===== src/rtl/itch_order_msg_decoder_if.sv =====
// Stream input and decoded-field outputs of the ITCH Add Order / Order Cancel decoder.
// The master drives the byte stream. The slave is the decoder, which drives the results.
interface itch_order_msg_decoder_if;
    logic [7:0]  byte_in;
    logic        valid_in;

    logic        add_internal_valid;
    logic        add_packet_invalid;
    logic [63:0] add_order_ref;
    logic        add_side;
    logic [31:0] add_shares;
    logic [63:0] add_stock_symbol;
    logic [31:0] add_price;

    logic        cancel_internal_valid;
    logic        cancel_packet_invalid;
    logic [63:0] cancel_order_ref;
    logic [31:0] cancel_canceled_shares;

    modport master (
        output byte_in, valid_in,
        input  add_internal_valid, add_packet_invalid, add_order_ref, add_side,
               add_shares, add_stock_symbol, add_price,
               cancel_internal_valid, cancel_packet_invalid, cancel_order_ref,
               cancel_canceled_shares
    );

    modport slave (
        input  byte_in, valid_in,
        output add_internal_valid, add_packet_invalid, add_order_ref, add_side,
               add_shares, add_stock_symbol, add_price,
               cancel_internal_valid, cancel_packet_invalid, cancel_order_ref,
               cancel_canceled_shares
    );
endinterface


===== src/rtl/itch_order_msg_decoder.sv =====
// Speculative byte-serial decoder for ITCH 5.0 Add Order ('A') and Order Cancel ('X').
// Two independent framers watch the same stream, and each one captures its own message type.
module itch_order_msg_decoder (
    input  logic                     clk,
    input  logic                     rst,
    itch_order_msg_decoder_if.slave  msg
);
    localparam logic [7:0] ADD_TYPE    = 8'h41;
    localparam logic [7:0] CANCEL_TYPE = 8'h58;
    localparam logic [7:0] SIDE_BUY    = 8'h42;
    localparam logic [7:0] SIDE_SELL   = 8'h53;

    // Byte offsets of the final byte of each message and of each big-endian field.
    localparam logic [5:0] ADD_LAST    = 6'd35;
    localparam logic [5:0] CANCEL_LAST = 6'd22;
    localparam logic [5:0] REF_LAST    = 6'd18;
    localparam logic [5:0] SIDE_OFS    = 6'd19;
    localparam logic [5:0] SHARES_LAST = 6'd23;
    localparam logic [5:0] STOCK_LAST  = 6'd31;

    typedef enum logic [1:0] {IDLE, CAPTURE, SKIP} state_t;

    typedef struct packed {
        state_t     state;
        logic [5:0] cnt;         // offset of the byte expected next
        logic       skip_known;  // skipped message is the peer type, so its length is known
    } frame_t;

    typedef struct packed {
        frame_t frame;
        logic   capture;
        logic   done;
        logic   truncate;
    } step_t;

    // Next-state function shared by both framers. A skipped peer-type message is counted out
    // so that a back-to-back message that follows it is recognised without an idle gap.
    function automatic step_t frame_step(
        input frame_t     cur,
        input logic       valid,
        input logic [7:0] data,
        input logic [7:0] own_type,
        input logic [5:0] own_last,
        input logic [7:0] peer_type,
        input logic [5:0] peer_last
    );
        step_t s;
        // NOTE: every field gets a default first, so no path through the case leaves a latch.
        s       = '0;
        s.frame = cur;
        case (cur.state)
            IDLE: begin
                if (valid) begin
                    s.frame.cnt = 6'd1;
                    if (data == own_type) begin
                        s.frame.state      = CAPTURE;
                        s.frame.skip_known = 1'b0;
                    end else begin
                        s.frame.state      = SKIP;
                        s.frame.skip_known = (data == peer_type);
                    end
                end
            end
            CAPTURE: begin
                if (valid) begin
                    s.capture = 1'b1;
                    if (cur.cnt == own_last) begin
                        s.done  = 1'b1;
                        s.frame = '0;
                    end else begin
                        s.frame.cnt = cur.cnt + 6'd1;
                    end
                end else begin
                    s.truncate = 1'b1;
                    s.frame    = '0;
                end
            end
            SKIP: begin
                if (!valid || (cur.skip_known && cur.cnt == peer_last)) begin
                    s.frame = '0;
                end else begin
                    s.frame.cnt = cur.cnt + 6'd1;
                end
            end
            default: s.frame = '0;
        endcase
        return s;
    endfunction

    // Bit position of the current byte inside a big-endian field that ends at offset 'last'.
    function automatic logic [5:0] lane64(input logic [5:0] last, input logic [5:0] cnt);
        return {3'(last - cnt), 3'b000};
    endfunction

    function automatic logic [4:0] lane32(input logic [5:0] last, input logic [5:0] cnt);
        return {2'(last - cnt), 3'b000};
    endfunction

    frame_t add_frame_q;
    frame_t cancel_frame_q;
    step_t  add_step;
    step_t  cancel_step;

    always_comb begin
        add_step    = frame_step(add_frame_q, msg.valid_in, msg.byte_in,
                                 ADD_TYPE, ADD_LAST, CANCEL_TYPE, CANCEL_LAST);
        cancel_step = frame_step(cancel_frame_q, msg.valid_in, msg.byte_in,
                                 CANCEL_TYPE, CANCEL_LAST, ADD_TYPE, ADD_LAST);
    end

    // NOTE: sequential state uses non-blocking assignments, so both framers see the same pre-edge values.
    always_ff @(posedge clk) begin
        if (rst) begin
            add_frame_q    <= '0;
            cancel_frame_q <= '0;
        end else begin
            add_frame_q    <= add_step.frame;
            cancel_frame_q <= cancel_step.frame;
        end
    end

    logic        add_internal_valid;
    logic        add_packet_invalid;
    logic        add_bad_side;
    logic [63:0] add_order_ref;
    logic        add_side;
    logic [31:0] add_shares;
    logic [63:0] add_stock_symbol;
    logic [31:0] add_price;
    logic        cancel_internal_valid;
    logic        cancel_packet_invalid;
    logic [63:0] cancel_order_ref;
    logic [31:0] cancel_canceled_shares;

    // NOTE: the field registers are reset on purpose, because every visible output must read 0 after reset.
    always_ff @(posedge clk) begin
        if (rst) begin
            add_internal_valid     <= 1'b0;
            add_packet_invalid     <= 1'b0;
            add_bad_side           <= 1'b0;
            add_order_ref          <= '0;
            add_side               <= 1'b0;
            add_shares             <= '0;
            add_stock_symbol       <= '0;
            add_price              <= '0;
            cancel_internal_valid  <= 1'b0;
            cancel_packet_invalid  <= 1'b0;
            cancel_order_ref       <= '0;
            cancel_canceled_shares <= '0;
        end else begin
            // The side byte arrives long before the last byte, so add_bad_side is settled at completion.
            add_internal_valid    <= add_step.done && !add_bad_side;
            add_packet_invalid    <= add_step.truncate || (add_step.done && add_bad_side);
            cancel_internal_valid <= cancel_step.done;
            cancel_packet_invalid <= cancel_step.truncate;

            if (add_step.done || add_step.truncate) begin
                add_bad_side <= 1'b0;
            end

            if (add_step.capture) begin
                case (add_frame_q.cnt) inside
                    [6'd11:6'd18]:
                        add_order_ref[lane64(REF_LAST, add_frame_q.cnt) +: 8] <= msg.byte_in;
                    SIDE_OFS: begin
                        add_side     <= (msg.byte_in == SIDE_SELL);
                        add_bad_side <= (msg.byte_in != SIDE_BUY) && (msg.byte_in != SIDE_SELL);
                    end
                    [6'd20:6'd23]:
                        add_shares[lane32(SHARES_LAST, add_frame_q.cnt) +: 8] <= msg.byte_in;
                    [6'd24:6'd31]:
                        add_stock_symbol[lane64(STOCK_LAST, add_frame_q.cnt) +: 8] <= msg.byte_in;
                    [6'd32:6'd35]:
                        add_price[lane32(ADD_LAST, add_frame_q.cnt) +: 8] <= msg.byte_in;
                    default: ;
                endcase
            end

            if (cancel_step.capture) begin
                case (cancel_frame_q.cnt) inside
                    [6'd11:6'd18]:
                        cancel_order_ref[lane64(REF_LAST, cancel_frame_q.cnt) +: 8] <= msg.byte_in;
                    [6'd19:6'd22]:
                        cancel_canceled_shares[lane32(CANCEL_LAST, cancel_frame_q.cnt) +: 8] <= msg.byte_in;
                    default: ;
                endcase
            end
        end
    end

    assign msg.add_internal_valid     = add_internal_valid;
    assign msg.add_packet_invalid     = add_packet_invalid;
    assign msg.add_order_ref          = add_order_ref;
    assign msg.add_side               = add_side;
    assign msg.add_shares             = add_shares;
    assign msg.add_stock_symbol       = add_stock_symbol;
    assign msg.add_price              = add_price;
    assign msg.cancel_internal_valid  = cancel_internal_valid;
    assign msg.cancel_packet_invalid  = cancel_packet_invalid;
    assign msg.cancel_order_ref       = cancel_order_ref;
    assign msg.cancel_canceled_shares = cancel_canceled_shares;
endmodule


===== src/flat_wrapper.sv =====
// flat-port wrapper written by rule: the top's interface ports become plain ports
module itch_order_msg_decoder_flat 
  (clk, rst, msg_byte_in, msg_valid_in, msg_add_internal_valid, msg_add_packet_invalid, msg_add_order_ref, msg_add_side, msg_add_shares, msg_add_stock_symbol, msg_add_price, msg_cancel_internal_valid, msg_cancel_packet_invalid, msg_cancel_order_ref, msg_cancel_canceled_shares);
  itch_order_msg_decoder_if msg_i ();
  input  logic clk;
  input  logic rst;
  input wire logic [$bits(msg_i.byte_in)-1:0] msg_byte_in;
  input wire logic [$bits(msg_i.valid_in)-1:0] msg_valid_in;
  output wire logic [$bits(msg_i.add_internal_valid)-1:0] msg_add_internal_valid;
  output wire logic [$bits(msg_i.add_packet_invalid)-1:0] msg_add_packet_invalid;
  output wire logic [$bits(msg_i.add_order_ref)-1:0] msg_add_order_ref;
  output wire logic [$bits(msg_i.add_side)-1:0] msg_add_side;
  output wire logic [$bits(msg_i.add_shares)-1:0] msg_add_shares;
  output wire logic [$bits(msg_i.add_stock_symbol)-1:0] msg_add_stock_symbol;
  output wire logic [$bits(msg_i.add_price)-1:0] msg_add_price;
  output wire logic [$bits(msg_i.cancel_internal_valid)-1:0] msg_cancel_internal_valid;
  output wire logic [$bits(msg_i.cancel_packet_invalid)-1:0] msg_cancel_packet_invalid;
  output wire logic [$bits(msg_i.cancel_order_ref)-1:0] msg_cancel_order_ref;
  output wire logic [$bits(msg_i.cancel_canceled_shares)-1:0] msg_cancel_canceled_shares;
  assign msg_i.byte_in = msg_byte_in;
  assign msg_i.valid_in = msg_valid_in;
  assign msg_add_internal_valid = msg_i.add_internal_valid;
  assign msg_add_packet_invalid = msg_i.add_packet_invalid;
  assign msg_add_order_ref = msg_i.add_order_ref;
  assign msg_add_side = msg_i.add_side;
  assign msg_add_shares = msg_i.add_shares;
  assign msg_add_stock_symbol = msg_i.add_stock_symbol;
  assign msg_add_price = msg_i.add_price;
  assign msg_cancel_internal_valid = msg_i.cancel_internal_valid;
  assign msg_cancel_packet_invalid = msg_i.cancel_packet_invalid;
  assign msg_cancel_order_ref = msg_i.cancel_order_ref;
  assign msg_cancel_canceled_shares = msg_i.cancel_canceled_shares;
  itch_order_msg_decoder u_core (.clk(clk), .rst(rst), .msg(msg_i));
endmodule

===== config.mk =====
export PLATFORM = sky130hd
export DESIGN_NAME = itch_order_msg_decoder_flat
export DESIGN_NICKNAME = d
export VERILOG_FILES = /design/src/rtl/itch_order_msg_decoder_if.sv /design/src/rtl/itch_order_msg_decoder.sv /design/src/flat_wrapper.sv
export SDC_FILE = /design/constraint.sdc
export NUM_CORES = 1
export LEC_CHECK = 0
export ABC_AREA = 1
export CAP_MARGIN = 25
export CORE_MARGIN = 3
export CORE_UTILIZATION = 51
export DETAILED_ROUTE_END_ITERATION = 8
export GPL_TIMING_DRIVEN = 0
export PLACE_DENSITY = 0.81
export RECOVER_POWER = 50
export SKIP_CTS_REPAIR_TIMING = 1
export SLEW_MARGIN = 20
export SYNTH_ARGS = -nofsm -noshare
export SYNTH_HDL_FRONTEND = slang
export SYNTH_SLANG_ARGS = --single-unit

===== constraint.sdc =====
create_clock -name clk -period 3.55 [get_ports clk]
set_clock_uncertainty 0.2 [all_clocks]
set_input_delay 0.355 -clock clk [delete_from_list [all_inputs] [get_ports clk]]
set_output_delay 0.355 -clock clk [all_outputs]
set_load 0.02 [all_outputs]

# ---- Word level (Yosys, flattened, before mapping)
# Index checks and enable logic that the tools add are counted.
dict set report word_totals {
  ff_bits 312
  input_bits 11
  out_inout_bits 293
  elab_cells 152
}
dict set report op_classes {
  add_sub_neg 14
  magnitude_cmp 12
  n_eq_ne 20
  n_shift 12
  muxes 39
  bitwise 7
  reduce_logical 30
}
# cell n
set ops {}
lappend ops {{$bwmux 64} 3}
lappend ops {{$shift 8x8->64 const A} 3}
lappend ops {{$shiftx 8x8->64} 3}
lappend ops {{$bwmux 32} 3}
lappend ops {{$shift 8x7->32 const A} 3}
lappend ops {{$shiftx 8x7->32} 3}
lappend ops {{$pmux 9 s3} 2}
lappend ops {{$mux 9} 4}
lappend ops {{$le 6x5->1 const B} 5}
lappend ops {{$eq 8x7->1 const B} 3}
lappend ops {{$mux 6} 4}
lappend ops {{$neg 6->8} 3}
lappend ops {{$neg 5->7} 3}
lappend ops {{$eq 6x5->1 const B} 3}
lappend ops {{$ge 6x5->1 const B} 3}
lappend ops {{$mux 2} 8}
lappend ops {{$ne 8x7->1 const B} 2}
lappend ops {{$mux 1} 13}
lappend ops {{$add 6x1->6 const B} 2}
lappend ops {{$eq 6x6->1 const B} 2}
lappend ops {{$ge 6x4->1 const B} 2}
lappend ops {{$reduce_and 3->1} 4}
lappend ops {{$logic_and 1x1->1} 11}
lappend ops {{$not 1->1} 7}
lappend ops {{other kinds (20)} 35}

# ---- Logic depth before layout (Yosys ltp)
# Gate-level depths: netlist of the first run.
dict set report logic_depth {
  depth_word 9
  ltp_mapped 15
  depth_no_buf 12
}

# ---- Worst setup path after synthesis of the first run
# Ideal clock, no wire load.
dict set report synth_timing {
  kind {register to register}
  startpoint {register u_core.add_frame_q[2] in the netlist's numbering}
  endpoint {register u_core.add_order_ref[40], in the netlist u_core.msg.add_order_ref[40]}
  setup_time_ns 0.116
  arrival_ns 2.653
  t_required_ns 3.234
  setup_slack_ns 0.582
  stages_incl_launch_ff 14
  period_less_slack_ns 2.968
  cell_sequence {dfxtp_1 ha_1 nand2_1 nand2_1 buf_2 clkbuf_1 ha_1 inv_1 clkbuf_1 nand3_1 nor2_2 inv_1 nor2_1 nor2_1}
}
dict set report synth_between {
  elab_chain_len 4
}
# item line_no
set synth_lines {}
lappend synth_lines {{start, declared} itch_order_msg_decoder.sv:99} ;# frame_t add_frame_q;
lappend synth_lines {{start signal, assigned} itch_order_msg_decoder.sv:117} ;# add_frame_q <= add_step.frame;
lappend synth_lines {{$sub 2x3->3} itch_order_msg_decoder.sv:92} ;# return {3'(last - cnt), 3'b000};
lappend synth_lines {{$neg 6->8} itch_order_msg_decoder.sv:164} ;# add_order_ref[lane64(REF_LAST, add_frame_q.cnt) +: 8] <= msg.byte_in;
lappend synth_lines {{$shiftx 8x8->64 or $shift 8x8->64 (tied branches)} itch_order_msg_decoder.sv:164}
lappend synth_lines {{$bwmux 64} itch_order_msg_decoder.sv:164}
lappend synth_lines {{end signal, assigned by index} itch_order_msg_decoder.sv:164}
lappend synth_lines {{end, declared} itch_order_msg_decoder.sv:125} ;# logic [63:0] add_order_ref;
# Several ways; a longest one is shown, not always the timed one.
# A chain may end at the register's enable or synchronous reset.

# ---- Worst setup path after layout of the first run
dict set report layout_timing {
  startpoint {register u_core.add_frame_q[2] in the netlist's numbering}
  endpoint {register u_core.add_order_ref[14], in the netlist u_core.msg.add_order_ref[14]}
}
# The elaborated chain is that of the path after synthesis.

==> results.json, run 1 <==
{
  "netlist_area_sq_um": 14000,
  "required_ps": 3810,
  "netlist_instances": 2055,
  "ys_async_sr_fraction_pct": 0,
  "power.total_mw": 7.55,
  "diodes": 0,
  "relSlewSlack_pct": 31.6,
  "start_util_pct": 52.6,
  "synth-compound-area-share_pct": 10.1,
  "yosys_warnings": 0,
  "synth.top_cell.area_share_pct": 44.8,
  "slew_violations": 0,
  "cts_sinks": 312,
  "grt_max_degree": 15,
  "htree_levels": 1,
  "antenna_found_initial": 0,
  "fin_cells": 2744,
  "max_stage_delay_ps": 470,
  "cp.depth": 12,
  "critPathLaunchType": "flip-flop",
  "worst-path-buf-inv": 4,
  "hold_viol_final": 0,
  "wl_met1_microns": 19300,
  "synth.net_count": 2079,
  "die_w_microns": 171,
  "synth_top_family_by_area": "simple AND/OR/NAND/NOR gates",
  "std_cell_rows": 59,
  "holdPathStages": 3,
  "critPathMaxFanout": 19,
  "tightestPinTransition_ps": 1030,
  "r2r_slack_ps": 260,
  "worstReg2RegStart": "u_core.add_frame_q[2]",
  "reg2reg_depth": 12,
  "synth-adder-area-share_pct": 1.17,
  "cts.path.max_buffers": 3,
  "drv_cap": 0,
  "via_count": 14926,
  "cp_cell_sequence": "ha_2, inv_2, nand2_1, nand2_1, clkbuf_4, ha_1, clkbuf_2, nand3_1, nor2_2, inv_1, nor2_1, nor2_1",
  "drt_iter0_drc": 1422,
  "grt_pass1_vias": 13989,
  "synth_area_leaders": "dfxtp_1 (45%), nand2_1 (13%), nor2_1 (9.6%), a21oi_1 (6.5%), inv_1 (6.2%)",
  "status": "finished clean",
  "firstDrtPassIters": 8,
  "rsz0062_at_grt": "no",
  "synth_seq_cells": 312,
  "synth-simple-area-share_pct": 33.6,
  "cp_top_family": "simple AND/OR/NAND/NOR gates",
  "cts_buffers": 31,
  "dp_hpwl_microns": 35700,
  "crit_arrival_ps": 3540,
  "setup-violations-final": 0,
  "r2r-end": "u_core.msg.add_order_ref[14]",
  "die_h_microns": 171,
  "clock_latency_ps": 570,
  "synth.distinct_cells": 32,
  "top_layer": "met4",
  "io_buffers": 297,
  "max_freq_mhz": 304,
  "path_class": "flip-flop to flip-flop",
  "grt_pass1_wl_microns": 75000,
  "fillers": 2236,
  "routed_wl_microns": 48800,
  "crit_end": "u_core.msg.add_order_ref[14]",
  "synth_edf_count": 0,
  "synth_flop_cell": "dfxtp_1",
  "grt_use_total_pct": 32.1,
  "yosysMostFrequentCell": "nand2_1",
  "ys_seq_area_share_pct": 44.8,
  "hold_path.class": "primary input to flip-flop",
  "avgSynthCellArea_sq_um": 6.79,
  "avgRoutedWirePerCell_microns": 17.8,
  "pre_cts_ws_ps": -453,
  "vias_per_cell": 5.44,
  "wl_met2_microns": 22500,
  "cp_slowest_cell": "dfxtp_1",
  "overflow": 0,
  "clk_pin_slew_ps": 70,
  "dieArea_sq_um": 29400,
  "irDropWorstVdd_uv": 330,
  "gp_congestion": 0.959,
  "synth_top_cell_by_area": "dfxtp_1",
  "setup_tns_ps": 0,
  "synth-xor-area-share_pct": 0.314,
  "fin_nets": 2410,
  "cts_tree": "done",
  "synth_mux_area_share_pct": 0,
  "finalCriticalPeriod_ps": 3290,
  "leakage_nw": 8.43,
  "syn_to_final_growth_pct": 32.4,
  "root_buffer": "clkbuf_16",
  "routed-wl-met3_microns": 4570,
  "critPathLaunch": "u_core.add_frame_q[2]",
  "ys_top_cells_by_count": "nand2_1 (488), nor2_1 (355), dfxtp_1 (312)",
  "setup_ws_ps": 261,
  "drc_errors": 0,
  "post-route-period-util_pct": 92.7,
  "p_per_area_nw_per_um2": 409,
  "post-route-util_pct": 69.7,
  "num_io_pins": 304,
  "cp-end-kind": "flip-flop",
  "layout-drive-gt1-share_pct": 6.23,
  "place_inst": 2687,
  "coreArea_sq_um": 26500,
  "antenna_left": 0
}
-- worst min-delay path by stage --
| stage | slack (ps) | start | endpoint |
|---|---|---|---|
| 6_report | 50 | msg_byte_in[4] | u_core.msg.add_stock_symbol[20] |
| 5_1_grt | 50 | msg_byte_in[4] | u_core.msg.add_stock_symbol[20] |
| 4_1_cts | 40 | msg_byte_in[4] | u_core.msg.add_stock_symbol[20] |
| 3_5_place_dp | 230 | u_core.msg.add_stock_symbol[35] | u_core.msg.add_stock_symbol[35] |
| 3_3_place_gp | 230 | u_core.msg.add_stock_symbol[35] | u_core.msg.add_stock_symbol[35] |
| 2_1_floorplan | 220 | u_core.add_bad_side | u_core.msg.add_internal_valid |
-- power breakdown --
group | switching [mW] | total, mW | internal [mW]
combinational | 0.374 | 0.463 | 0.0886
clock | 1.42 | 3.58 | 2.16
sequential | 0.00668 | 3.51 | 3.50
-- stage by stage --
| stage | instance area, sq um | hold WS [ps] |
|---|---|---|
| after floorplan | 14000 | 221 |
| after global placement | 17300 | 234 |
| after detailed placement | 17300 | 235 |
| after CTS | 18500 | 36.7 |
| after global routing | 18500 | 49.2 |
| final | 18500 | 52.4 |
-- sequential cells by signal, indices dropped and copies added, names as in the netlist, 9 cells and up --
| name | count |
|---|---|
| u_core.add_frame_q | 9 |
| u_core.cancel_frame_q | 9 |
| u_core.msg.add_order_ref | 64 |
| u_core.msg.add_price | 32 |
| u_core.msg.add_shares | 32 |
| u_core.msg.add_stock_symbol | 64 |
| u_core.msg.cancel_canceled_shares | 32 |
| u_core.msg.cancel_order_ref | 64 |
-- cell families after synthesis --
| kind of cell | Yosys count |
|---|---|
| XOR/XNOR | 5 |
| AO/OA/AOI/OAI | 276 |
| AND/OR/NAND/NOR | 1098 |
| flip-flops | 312 |
| adder cells (fa/ha/maj) | 13 |
| buffers and inverters | 351 |
-- metal layers --
metal | vias up | global-route usage, %
li1 | 7148 | -
met1 | 6832 | 40.1
met3 | 169 | 6.71
met2 | 777 | 53.7
met5 | - | 0
met4 | 0 | 14.7
-- tightest hold or removal path, cell delays in order --
cell     delay (ps)
buf_2           220
nand3_1         140
a21oi_1          60
-- cell usage in the layout, fill, tap and decap left out, types with 2 or more instances in the layout --
cell type	synthesis	routed
nand3_2	4	3
dfxtp_1	312	312
clkinv_2	0	4
nand2_2	4	4
clkbuf_1	55	57
dlygate4sd3_1	0	294
clkdlybuf4s50_1	0	3
xor2_1	4	4
clkinv_1	5	5
nor2_2	21	19
clkbuf_16	0	31
nor3_1	22	22
a31oi_1	2	2
buf_1	10	9
inv_1	230	230
nor2_4	6	7
clkbuf_8	0	10
a211oi_1	7	7
clkinvlp_4	0	2
nand4_1	59	59
nor2_1	355	356
nor4_1	4	4
buf_4	11	14
o21ai_0	85	85
nand2_1	488	488
buf_2	27	26
bufinv_16	0	5
nand3_1	126	127
nor3_4	4	4
nand2_4	2	2
ha_1	13	12
a21oi_1	181	181
inv_2	12	12
-- layout make-up --
type                    count  area, sq um  area share (%)
plain buffers             102          469            2.54
clock buffers              45          928            5.02
clock inverters            11          185            1.00
inverters                 247          927            5.02
multi-input cells        1392         6310            34.1
flip-flops and latches    312         6250            33.8
well taps                 335          419            2.27
repair buffers            300         3000            16.2
Power figures use the tool's default switching activity.
==> run 2, diff against run 1 <==
--- a/config.mk
+++ b/config.mk
@@ -6,9 +6,11 @@
 export NUM_CORES = 1
 export LEC_CHECK = 0
 export ABC_AREA = 1
+export ABC_CLOCK_PERIOD_IN_PS = 3550
 export CAP_MARGIN = 25
-export CORE_MARGIN = 3
+export CORE_MARGIN = 2
 export CORE_UTILIZATION = 51
+export CTS_CLUSTER_DIAMETER = 30
 export DETAILED_ROUTE_END_ITERATION = 8
 export GPL_TIMING_DRIVEN = 0
 export PLACE_DENSITY = 0.81
==> run 2 against run 1 <==
Against the previous run: critical path depth down 2; sequential power about the same; clock power up 74%; combinational power about the same; clock-buffer cell count up 26; register-to-register slack worse by 70 ps; global-route usage up 1.0 points.
==> results.json, run 2 (same netlist as run 1, synthesis figures left out) <==
{
  "reg.largest.list": "u_core.msg.add_order_ref (64), u_core.msg.add_stock_symbol (64), u_core.msg.cancel_order_ref (64)",
  "hold_path.class": "primary input to flip-flop",
  "vias_per_cell": 5.43,
  "r2r_slack_ps": 190,
  "layout-drive-gt1-share_pct": 8.16,
  "path_class": "flip-flop to flip-flop",
  "holdPathStages": 3,
  "via_count": 15230,
  "crit_arrival_ps": 3660,
  "setup-violations-final": 0,
  "min-delay-start": "msg_byte_in[4]",
  "io_buffers": 297,
  "antenna_found_initial": 0,
  "max_stage_delay_ps": 500,
  "num_io_pins": 304,
  "overflow": 0,
  "post-route-util_pct": 72.9,
  "cts_tree": "done",
  "die_h_microns": 169,
  "cts.path.max_buffers": 3,
  "die_w_microns": 169,
  "firstDrtPassIters": 6,
  "root_buffer": "clkbuf_16",
  "setup_ws_ps": 192,
  "post-route-period-util_pct": 94.6,
  "fin_cells": 2805,
  "irDropWorstVdd_uv": 505,
  "cts_buffers": 60,
  "met3_usage_pct": 8.19,
  "layout_commonest_cell": "nand2_1",
  "hold_viol_final": 0,
  "worst-path-buf-inv": 5,
  "grt_max_degree": 17,
  "status": "finished clean",
  "gp_congestion": 0.945,
  "place_inst": 2693,
  "drt_iter0_drc": 1468,
  "met1_usage_pct": 39.6,
  "relSlewSlack_pct": 21.1,
  "cp-end-kind": "flip-flop",
  "required_ps": 3850,
  "critPathLaunchType": "flip-flop",
  "grt.busiest_layer": "met2",
  "max_freq_mhz": 298,
  "holdWs_ps": 52.4,
  "leakage_nw": 8.96,
  "cp_cell_sequence": "clkbuf_1, inv_2, ha_1, buf_4, inv_1, nand3_1, nor3_4, buf_4, o21ai_0, a21oi_1",
  "dp_hpwl_microns": 35100,
  "finalCriticalPeriod_ps": 3360,
  "antenna_left": 0,
  "slew_violations": 0,
  "routed_wl_microns": 49600,
  "reg2reg_depth": 10,
  "pre_cts_ws_ps": -368,
  "cts_sinks": 312,
  "grt_pass1_wl_microns": 75300,
  "rsz0062_at_grt": "no",
  "r2r-end": "u_core.msg.add_stock_symbol[7]",
  "clock_latency_ps": 580,
  "critPathMaxFanout": 10,
  "tightestPinTransition_ps": 1180,
  "diodes": 0,
  "drv_cap": 0,
  "std_cell_rows": 60,
  "dieArea_sq_um": 28700,
  "critical-path-top-cell-by-count": "buf_4",
  "met2_usage_pct": 54.7,
  "cp_slowest_cell": "nor3_4",
  "drc_errors": 0,
  "avgRoutedWirePerCell_microns": 17.7,
  "hold_end": "u_core.msg.add_stock_symbol[36]",
  "grt_use_total_pct": 33.2,
  "clk_pin_slew_ps": 50,
  "grt_pass1_vias": 14325,
  "start_util_pct": 51.9,
  "htree_levels": 2,
  "p_per_area_nw_per_um2": 521,
  "setup_tns_ps": 0,
  "cp_top_family": "buffers and inverters",
  "coreArea_sq_um": 26900,
  "worstReg2RegStart": "u_core.add_frame_q[1]",
  "fin_nets": 2438,
  "final_cell_mix": "nand2_1 (488), nor2_1 (356), dfxtp_1 (312), dlygate4sd3_1 (294), inv_1 (231)",
  "syn_to_final_growth_pct": 40.4
}
run 2: cell count changes in the layout (fill, tap and decap cells not counted), sizes merged:
| cell | delta |
|---|---|
| bufinv | +9 |
| clkinv | +12 |
| inv | +4 |
| clkbuf | +27 |
| buf | -2 |
| clkinvlp | +5 |
run 2: how the worst max path moves through the flow:
stage	start	to	slack, ps	cells past startpoint
detailed placement	u_core.add_frame_q[2]	u_core.msg.add_order_ref[42]	-370	13
global placement	u_core.add_frame_q[2]	u_core.msg.add_order_ref[45]	-330	13
floorplan	u_core.add_frame_q[2]	u_core.msg.add_order_ref[40]	580	13
CTS	u_core.add_frame_q[2]	u_core.msg.add_order_ref[46]	-410	13
finish	u_core.add_frame_q[1]	u_core.msg.add_stock_symbol[7]	190	10
global route	u_core.add_frame_q[1]	u_core.msg.add_stock_symbol[7]	30	10
run 2: through the flow:
| step | area [sq um] | power (mW) |
|---|---|---|
| final | 19600 | 10.2 |
| after global routing | 19600 | 10.4 |
| after CTS | 19600 | 10.2 |
| after detailed placement | 17400 | 4.03 |
| after global placement | 17400 | 4.02 |
| after floorplan | 14000 | 3.87 |
run 2: final cells by class:
cell class                      count  area [sq um]
Buffer                            102           465
Clock buffer                       71          1600
Clock inverter                     41           624
Fill cell                        2051          7280
Inverter                          247           927
Multi-Input combinational cell   1392          6310
Sequential cell                   312          6250
Tap cell                          341           427
Timing Repair Buffer              299          2990
run 2: power breakdown:
part / switching [mW] / leakage, nW / internal [mW]
Combinational: 0.374 / 5.36 / 0.0876
Clock: 1.98 / 1.08 / 4.25
Sequential: 0.00672 / 2.51 / 3.51
Total: 2.36 / 8.96 / 7.85
run 2: layer usage:
metal | share of wire, % | vias up
met5 | 0 | -
met4 | 6.2 | 0
met3 | 10 | 185
met2 | 46 | 871
met1 | 38 | 6942
li1 | - | 7232
run 2: worst reg2reg max path: stages, from the launching register on:
cell      delay (ps)
dfxtp_1          420
clkbuf_1         430
inv_2            230
ha_1             340
buf_4            170
inv_1            140
nand3_1          390
nor3_4           500
buf_4            250
o21ai_0           80
a21oi_1          130
